### src/rtl/gpio_pad_bank.sv
// GPIO bank controller for NPINS pad cells: output/enable registers, synchronised input,
// edge interrupts with W1C status. Define GPIO_DEBOUNCE_EN to add a per-pin input debounce filter.
module gpio_pad_bank #(
  parameter int unsigned NPINS           = 8,
  parameter int unsigned SYNC_STAGES     = 2,
  parameter int unsigned DEBOUNCE_CYCLES = 4
) (
  input  logic             clk,
  input  logic             rst_n,
  input  logic [NPINS-1:0] pad_in,
  output logic [NPINS-1:0] pad_out,
  output logic [NPINS-1:0] pad_oe,
  input  logic             req_valid,
  output logic             req_ready,
  input  logic             req_write,
  input  logic [2:0]       req_addr,
  input  logic [NPINS-1:0] req_wdata,
  output logic             rsp_valid,
  output logic [NPINS-1:0] rsp_rdata,
  output logic             irq
);

  if (NPINS < 1 || NPINS > 32) begin : g_bad_npins
    $error("NPINS must be within 1..32");
  end
  if (SYNC_STAGES < 2) begin : g_bad_sync
    $error("SYNC_STAGES must be at least 2");
  end
  if (DEBOUNCE_CYCLES < 1) begin : g_bad_debounce
    $error("DEBOUNCE_CYCLES must be at least 1");
  end

  typedef enum logic [0:0] {StIdle, StResp} state_e;

  state_e           state_q, state_d;
  logic [NPINS-1:0] out_q, out_d, oe_q, oe_d;
  logic [NPINS-1:0] rise_en_q, rise_en_d, fall_en_q, fall_en_d;
  logic [NPINS-1:0] status_q, status_d, prev_q, prev_d;
  logic [NPINS-1:0] rsp_rdata_q, rsp_rdata_d;
  logic             rsp_valid_q, rsp_valid_d, irq_q, irq_d;
  logic [NPINS-1:0] sync_q [SYNC_STAGES];
  logic [NPINS-1:0] sync_d [SYNC_STAGES];
  logic [NPINS-1:0] sync_in, filt_in, rd_data, w1c, edge_set;
  logic             accept;

  // Ready is forced low while reset is held so nothing is accepted mid-reset.
  assign req_ready = rst_n & (state_q == StIdle);
  assign accept    = req_valid & req_ready;
  assign sync_in   = sync_q[SYNC_STAGES-1];

  always_comb begin
    sync_d[0] = pad_in;
    for (int unsigned i = 1; i < SYNC_STAGES; i++) begin
      sync_d[i] = sync_q[i-1];
    end
  end

`ifdef GPIO_DEBOUNCE_EN
  localparam int unsigned CntW = $clog2(DEBOUNCE_CYCLES + 1);

  logic [CntW-1:0]  cnt_q [NPINS];
  logic [CntW-1:0]  cnt_d [NPINS];
  logic [NPINS-1:0] sync_prev_q, sync_prev_d, filt_q, filt_d;

  // Counter restarts on any sync_in change; filt_in follows once the new value has held.
  always_comb begin
    sync_prev_d = sync_in;
    filt_d      = filt_q;
    for (int unsigned i = 0; i < NPINS; i++) begin
      cnt_d[i] = cnt_q[i];
      if (sync_in[i] != sync_prev_q[i]) begin
        cnt_d[i] = '0;
      end else if (sync_in[i] != filt_q[i] && cnt_q[i] != CntW'(DEBOUNCE_CYCLES - 1)) begin
        cnt_d[i] = cnt_q[i] + CntW'(1);
      end
      if (sync_in[i] != filt_q[i] && cnt_d[i] == CntW'(DEBOUNCE_CYCLES - 1)) begin
        filt_d[i] = sync_in[i];
      end
    end
  end

  always_ff @(posedge clk or negedge rst_n) begin
    if (!rst_n) begin
      sync_prev_q <= '0;
      filt_q      <= '0;
      for (int unsigned i = 0; i < NPINS; i++) cnt_q[i] <= '0;
    end else begin
      sync_prev_q <= sync_prev_d;
      filt_q      <= filt_d;
      for (int unsigned i = 0; i < NPINS; i++) cnt_q[i] <= cnt_d[i];
    end
  end

  assign filt_in = filt_q;
`else
  assign filt_in = sync_in;
`endif

  always_comb begin
    case (req_addr)
      3'd0:    rd_data = out_q;
      3'd1:    rd_data = oe_q;
      3'd2:    rd_data = filt_in;
      3'd3:    rd_data = rise_en_q;
      3'd4:    rd_data = fall_en_q;
      3'd5:    rd_data = status_q;
      default: rd_data = '0;
    endcase
  end

  always_comb begin
    state_d     = state_q;
    out_d       = out_q;
    oe_d        = oe_q;
    rise_en_d   = rise_en_q;
    fall_en_d   = fall_en_q;
    w1c         = '0;
    rsp_valid_d = accept;
    rsp_rdata_d = '0;

    case (state_q)
      StIdle:  if (accept) state_d = StResp;
      StResp:  state_d = StIdle;
      default: state_d = StIdle;
    endcase

    if (accept) begin
      if (req_write) begin
        case (req_addr)
          3'd0:    out_d     = req_wdata;
          3'd1:    oe_d      = req_wdata;
          3'd3:    rise_en_d = req_wdata;
          3'd4:    fall_en_d = req_wdata;
          3'd5:    w1c       = req_wdata;
          3'd6:    out_d     = out_q | req_wdata;
          3'd7:    out_d     = out_q & ~req_wdata;
          default: ;
        endcase
      end else begin
        rsp_rdata_d = rd_data;
      end
    end

    // A qualifying edge in the same cycle as a W1C keeps the bit set.
    edge_set = (filt_in & ~prev_q & rise_en_q) | (~filt_in & prev_q & fall_en_q);
    status_d = (status_q & ~w1c) | edge_set;
    prev_d   = filt_in;
    irq_d    = |(status_q & (rise_en_q | fall_en_q));
  end

  always_ff @(posedge clk or negedge rst_n) begin
    if (!rst_n) begin
      state_q     <= StIdle;
      out_q       <= '0;
      oe_q        <= '0;
      rise_en_q   <= '0;
      fall_en_q   <= '0;
      status_q    <= '0;
      prev_q      <= '0;
      irq_q       <= 1'b0;
      rsp_valid_q <= 1'b0;
      rsp_rdata_q <= '0;
      for (int unsigned i = 0; i < SYNC_STAGES; i++) sync_q[i] <= '0;
    end else begin
      state_q     <= state_d;
      out_q       <= out_d;
      oe_q        <= oe_d;
      rise_en_q   <= rise_en_d;
      fall_en_q   <= fall_en_d;
      status_q    <= status_d;
      prev_q      <= prev_d;
      irq_q       <= irq_d;
      rsp_valid_q <= rsp_valid_d;
      rsp_rdata_q <= rsp_rdata_d;
      for (int unsigned i = 0; i < SYNC_STAGES; i++) sync_q[i] <= sync_d[i];
    end
  end

  assign pad_out   = out_q;
  assign pad_oe    = oe_q;
  assign rsp_valid = rsp_valid_q;
  assign rsp_rdata = rsp_rdata_q;
  assign irq       = irq_q;

endmodule

### config.mk
export PLATFORM = sky130hd
export DESIGN_NAME = gpio_pad_bank
export DESIGN_NICKNAME = d
export VERILOG_FILES = /design/src/rtl/gpio_pad_bank.sv
export SDC_FILE = /design/constraint.sdc
export NUM_CORES = 1
export LEC_CHECK = 0
export ABC_CLOCK_PERIOD_IN_PS = 1700
export CORE_MARGIN = 8
export CORE_UTILIZATION = 50
export DETAILED_ROUTE_END_ITERATION = 16
export PLACE_DENSITY = 0.74
export SLEW_MARGIN = 10
export SYNTH_ARGS = -nofsm -noshare
export SYNTH_HDL_FRONTEND = slang
export SYNTH_SLANG_ARGS = --single-unit
### constraint.sdc
create_clock -name clk -period 1.7 [get_ports clk]
set_clock_uncertainty 0.2 [all_clocks]
set_input_delay 0.34 -clock clk [delete_from_list [all_inputs] [get_ports clk]]
set_output_delay 0.34 -clock clk [all_outputs]
set_load 0.05 [all_outputs]
# Word-level counts from Yosys, hierarchy flattened

Cells that the tools add are included.

Multiplexer cells: 9
Bitwise gates (word level): 18
Reduce and logical (&&, ||, !) cells: 7
Equal/unequal tests: 7

Operators with widths:

| kind                                                | number |
|---|---|
| AND 8 bit                                           | 7 |
| one-hot mux 8 bit (6 select lines)                  | 1 |
| two-way mux 8 bit                                   | 5 |
| NOT 8 bit                                           | 4 |
| bitwise OR 8 bit                                    | 4 |
| one-hot mux 8 bit (3 select lines)                  | 1 |
| equality test 3 bit, second input constant          | 4 |
| AND reduction 3 bit                                 | 4 |
| OR reduction 8 bit                                  | 1 |
| equality test 3 x 2 -> 1 bit, second input constant | 2 |
| equality test 3 x 1 -> 1 bit, second input constant | 1 |
| logical NOT 3 bit                                   | 1 |
| nonzero test 3 bit                                  | 1 |
| AND 1 bit                                           | 2 |
| one-hot mux 1 bit (2 select lines)                  | 1 |
| two-way mux 1 bit                                   | 1 |
| NOT 1 bit                                           | 1 |

Output and inout port bits: 27
Register bits: 75
Input port bits: 23
Logic and storage cells: 53

# Depth between registers and ports, before layout

Gate-level depths: netlist of the first run.

Depth after elaboration: 7
Gate-level depth with buffers: 6
Gate-level depth less buffers: 3

# Worst setup path before layout of the first run

OpenSTA, ideal clock, no wires.

Kind: reg2reg
Start: register state_q
End: register status_q[5]
Arrival: 1.238 ns
Library setup time: 0.136 ns
Path buffers: 1
Setup slack: 0.126 ns
Period minus slack after synthesis: 1.574 ns
Data required time: 1.364 ns
Stages on the path, launching flop included: 5
Cell sequence: dfrtp_1 nand4b_1 buf_2 o31ai_1 o211ai_1

Word-level cells in the longest chain between the ends: 7

RTL lines:

| what                     | RTL line | text |
|---|---|---|
| start: declaration       | 35       | `state_e state_q, state_d;` |
| start signal: assignment | 153      | `state_q <= StIdle;` |
| start signal: assignment | 165      | `state_q <= state_d;` |
| NOT 1 bit                | n/a      |  |
| AND 1 bit                | 47       | `assign req_ready = rst_n & (state_q == StIdle);` |
| AND 1 bit                | 48       | `assign accept = req_valid & req_ready;` |
| two-way mux 8 bit        | 127      | `if (accept) begin` |
| NOT 8 bit                | 146      | `status_d = (status_q & ~w1c) \| edge_set;` |
| AND 8 bit                | 146      |  |
| bitwise OR 8 bit         | 146      |  |
| via status_d[5]          | 38       | `logic [NPINS-1:0] status_q, status_d, prev_q, prev_d;` |
| end signal: assignment   | 170      | `status_q <= status_d;` |
| end: declaration         | 38       |  |

The timed path passes the listed nets, and every way through them passes these cells.
A chain may end at the register's enable or synchronous reset.

# Final worst setup path of the first run

Start: register state_q
End: output port req_ready

Word-level cells in the longest chain between the ends: 2

RTL lines:

| what             | RTL line | text |
|---|---|---|
| NOT 1 bit        | n/a      |  |
| AND 1 bit        | 47       |  |
| end: declaration | 14       | `output logic req_ready,` |

Every way passes these cells.

==> impl_metrics.csv, run 1 <==
group,metric,value,unit
outcome,status,"finished with violations",
outcome,violations,"negative setup slack",
routing,final_antenna_net_count,0,
floorplanning,dieArea,9816,um2
routing,drt-total-wl,8661,um
clock_network,worstSkewPairLatency,0.34,ns
global_route,grt_usage,18.38,%
synth,syn_avg_cell_area,12.11,um2
clock_network,cts.sinks,75,
timing,hold_slack,0.1231,ns
synth,synth_ff_type,"dfrtp_1",
run,cap_violations,0,
placed_design,hpwl,6119,um
clock_network,cts_root_buf,"clkbuf_8",
synth,async_flop_share,100.0,%
setup_path,critPathCaptureType,"output port",
final_layout,fill_cells,457,
synth,synth_top_area_share,54.39,%
floorplanning,initial_core_util,51.36,%
routing,firstDrtPassIters,4,
power_and_ir_drop,swShare,29.23,%
global_route,grt_pass1_vias,2826,
clock_network,numCtsBuffers,9,
synth,synth_top_area_cell,"dfrtp_1",
timing,maxSlewViolCount,0,
final_layout,final_cells,460,
setup_path,crit_fanout,4,
synth,synth_warnings,0,
clock_network,cts_tree,"yes",
clock_network,cts_max_level,3,
routing,drtIter0Drc,178,
floorplanning,row_count,30,
power_and_ir_drop,pwr-share-seq,49.5,%
routing,via_per_inst,5.924,
synth,synth-edff-count,0,
floorplanning,fp.dieW,99.08,um
synth,syn_inst,285,
placed_design,portBuffers,49,
power_and_ir_drop,power_density,892.5,nW/um2
global_route,antenna_found_initial,0,
final_layout,area_growth,39.34,%
timing,post-route-period-util,103.1,%
clock_network,cts.clk_slew.worst_paths,0.07,ns
synth,ys_types,39,
floorplanning,die_h,99.08,um
final_layout,drive_above_1_share,39.21,%
power_and_ir_drop,intPower,3037,uW
clock_network,cts_buffer_depth,2,
timing,period_minus_slack,1.752,ns
timing,rsz0062_at_grt,"true",
setup_path,cp-start-kind,"flop",
placed_design,gp_congestion,0.8438,
global_route,grt-ovfl-total,0,
timing,relSlewSlack,47.35,%
power_and_ir_drop,p_switching,1255,uW
synth,ys_ff_latch,75,
timing,worst_pin_slew,0.7897,ns
floorplanning,io_pins,50,
placed_design,dp.cells,444,
power_and_ir_drop,pwr-share-clk,26.9,%
final_layout,insertedDiodeCount,0,
power_and_ir_drop,p_comb_share,23.6,%
power_and_ir_drop,p_leak,0.002082,uW
synth,ys_top_cells_by_area,"dfrtp_1 (54%), mux2_2 (15%), a21oi_1 (2.0%), a221o_1 (2.0%), nand3b_1 (2.0%)",
setup_path,path_class,"flop to output port",
timing,final.setup.worst_slack,-0.05212,ns
global_route,grt_pass1_wl,14310,um
setup_path,r2r_slack,-0.01,ns
global_route,grt_max_degree,66,
floorplanning,core_area,6719,um2
setup_path,arrival,1.21,ns
timing,hold_viol_final,0,
min_path,hold_class,"input pin to async pin",
setup_path,required,1.16,ns
synth,syn-num-nets,308,
routing,wl_per_cell,18.83,um
routing,drc,0,
timing,max_freq,570.7,MHz
synth,synth_seq_area_share,54.39,%
routing,vias,2725,
timing,setup_violations,2,
final_layout,fin_nets,399,
power_and_ir_drop,vdd_drop_max,536.1,uV
synth,synth_area,3451,um2
state kept, by name, indices dropped and copies added, names as in the netlist:
name and count:
fall_en_q 8, prev_q 8, pad_out 8, rsp_rdata 8
sync_d 8, rise_en_q 8, rsp_valid 1, filt_in 8
pad_oe 8, status_q 8, state_q 1, irq 1
cell usage after synthesis, types with 2 or more instances:
master,instances
o221ai_1,7
a221o_1,7
nor2b_1,2
nand3_4,2
buf_2,8
buf_6,3
buf_4,3
inv_1,17
nand3_1,8
nand2b_1,2
a31oi_1,8
nand4_1,2
a22oi_1,8
o211ai_1,9
dfrtp_1,75
and3b_2,2
nand2_1,14
mux2_2,46
nand3b_1,9
a21oi_1,14
o21ai_0,8
nor3_1,7
o31ai_1,8
stage by stage:
| step | instance area, um2 | power (uW) | TNS (ns) | utilization, % | worst slack [ns] |
|---|---|---|---|---|---|
| global placement | 4588 | 3116 | -16.63 | 68.29 | -0.4039 |
| detailed placement | 4588 | 3148 | -17.92 | 68.29 | -0.4701 |
| floorplan | 3451 | 2626 | 0 | - | 0.1259 |
| CTS | 4778 | 4316 | -0.08914 | 71.12 | -0.08914 |
| finish | 4808 | 4291 | -0.05842 | 71.56 | -0.05212 |
| global route | 4808 | 4487 | -0.5424 | 71.56 | -0.09827 |
area by class of cell:
type | count | area (um2) | area share, %
sequential | 75 | 1877 | 39.03
tap | 80 | 100.1 | 2.082
timing repair buffer | 97 | 1180 | 24.54
multi-input combinational | 176 | 1428 | 29.69
clock buffer | 12 | 145.1 | 3.018
inverter | 17 | 63.81 | 1.327
clock inverter | 3 | 15.01 | 0.3123
repair_timing:
| action | in CTS | in global routing |
|---|---|---|
| pin swaps | 2 | 1 |
| setup endpoints to repair | 35 | 15 |
| hold endpoints to repair | 10 | 0 |
| hold buffers | 1 | 0 |
| resized for setup | 10 | 7 |
| setup buffers | 0 | 0 |
per-layer routing:
metal	wire length (um)	vias to the layer above	GRT usage, %
met5	0	-	0
met4	152	0	5.355
met3	517	13	5.567
met2	4295	91	30.25
met1	3695	1375	22.69
li1	-	1246	-
critical path, cell delays in order, from the launching register on:
cell and delay, ns:
dfrtp_1 0.39, buf_6 0.12, and2b_2 0.22, buf_12 0.13
cell usage in the layout, fill, tap and decap left out, types with 2 or more instances in the layout:
| cell type | instances |
|---|---|
| inv_1 | 17 |
| nand2_1 | 14 |
| buf_4 | 40 |
| and3b_2 | 2 |
| mux2_2 | 45 |
| dlygate4sd2_1 | 3 |
| buf_12 | 31 |
| a31oi_1 | 8 |
| clkbuf_8 | 10 |
| nand3_1 | 8 |
| clkdlybuf4s50_1 | 16 |
| o211ai_1 | 9 |
| a221o_1 | 7 |
| o31ai_1 | 6 |
| a22oi_1 | 8 |
| clkinv_2 | 3 |
| a21oi_1 | 13 |
| o31ai_2 | 2 |
| nand4_1 | 2 |
| clkbuf_1 | 2 |
| nand2b_1 | 2 |
| nand3b_1 | 9 |
| buf_6 | 4 |
| nor3_1 | 7 |
| nand3_4 | 2 |
| dfrtp_1 | 75 |
| o221ai_1 | 7 |
| o21ai_0 | 8 |
logic make-up after synthesis:
kind of cell	after synthesis	synth area share (%)
AND/OR/NAND/NOR	57	10.33
multiplexers	46	15.01
AO/OA/AOI/OAI	73	14.98
flip-flops	75	54.39
buffers and inverters	34	5.293
power by group through the flow:
stage	clock, uW	sequential, uW	combinational (uW)
6_report	1150	2130	1010
5_1_grt	1260	2150	1080
4_1_cts	1190	2120	1010
3_5_place_dp	0	2150	997
3_3_place_gp	0	2140	973
2_1_floorplan	0	2240	386
final timing paths:
kind                       cells past startpoint       from           end
min reg2reg                                    0  sync_d[6]    filt_in[6]
max reg2reg                                    4    state_q  rise_en_q[3]
min                                            3      rst_n     sync_d[4]
max in group asynchronous                      3      rst_n     pad_oe[5]
min in group clk                               0  sync_d[6]    filt_in[6]
max                                            3    state_q     req_ready
(Power assumes the default switching activity.)
==> inputs of run 2 (changes only) <==
ABC_AREA = 0   (was not set)
==> results of run 2 <==
The final DEF is identical to that of run 1; final timing and power are the same.
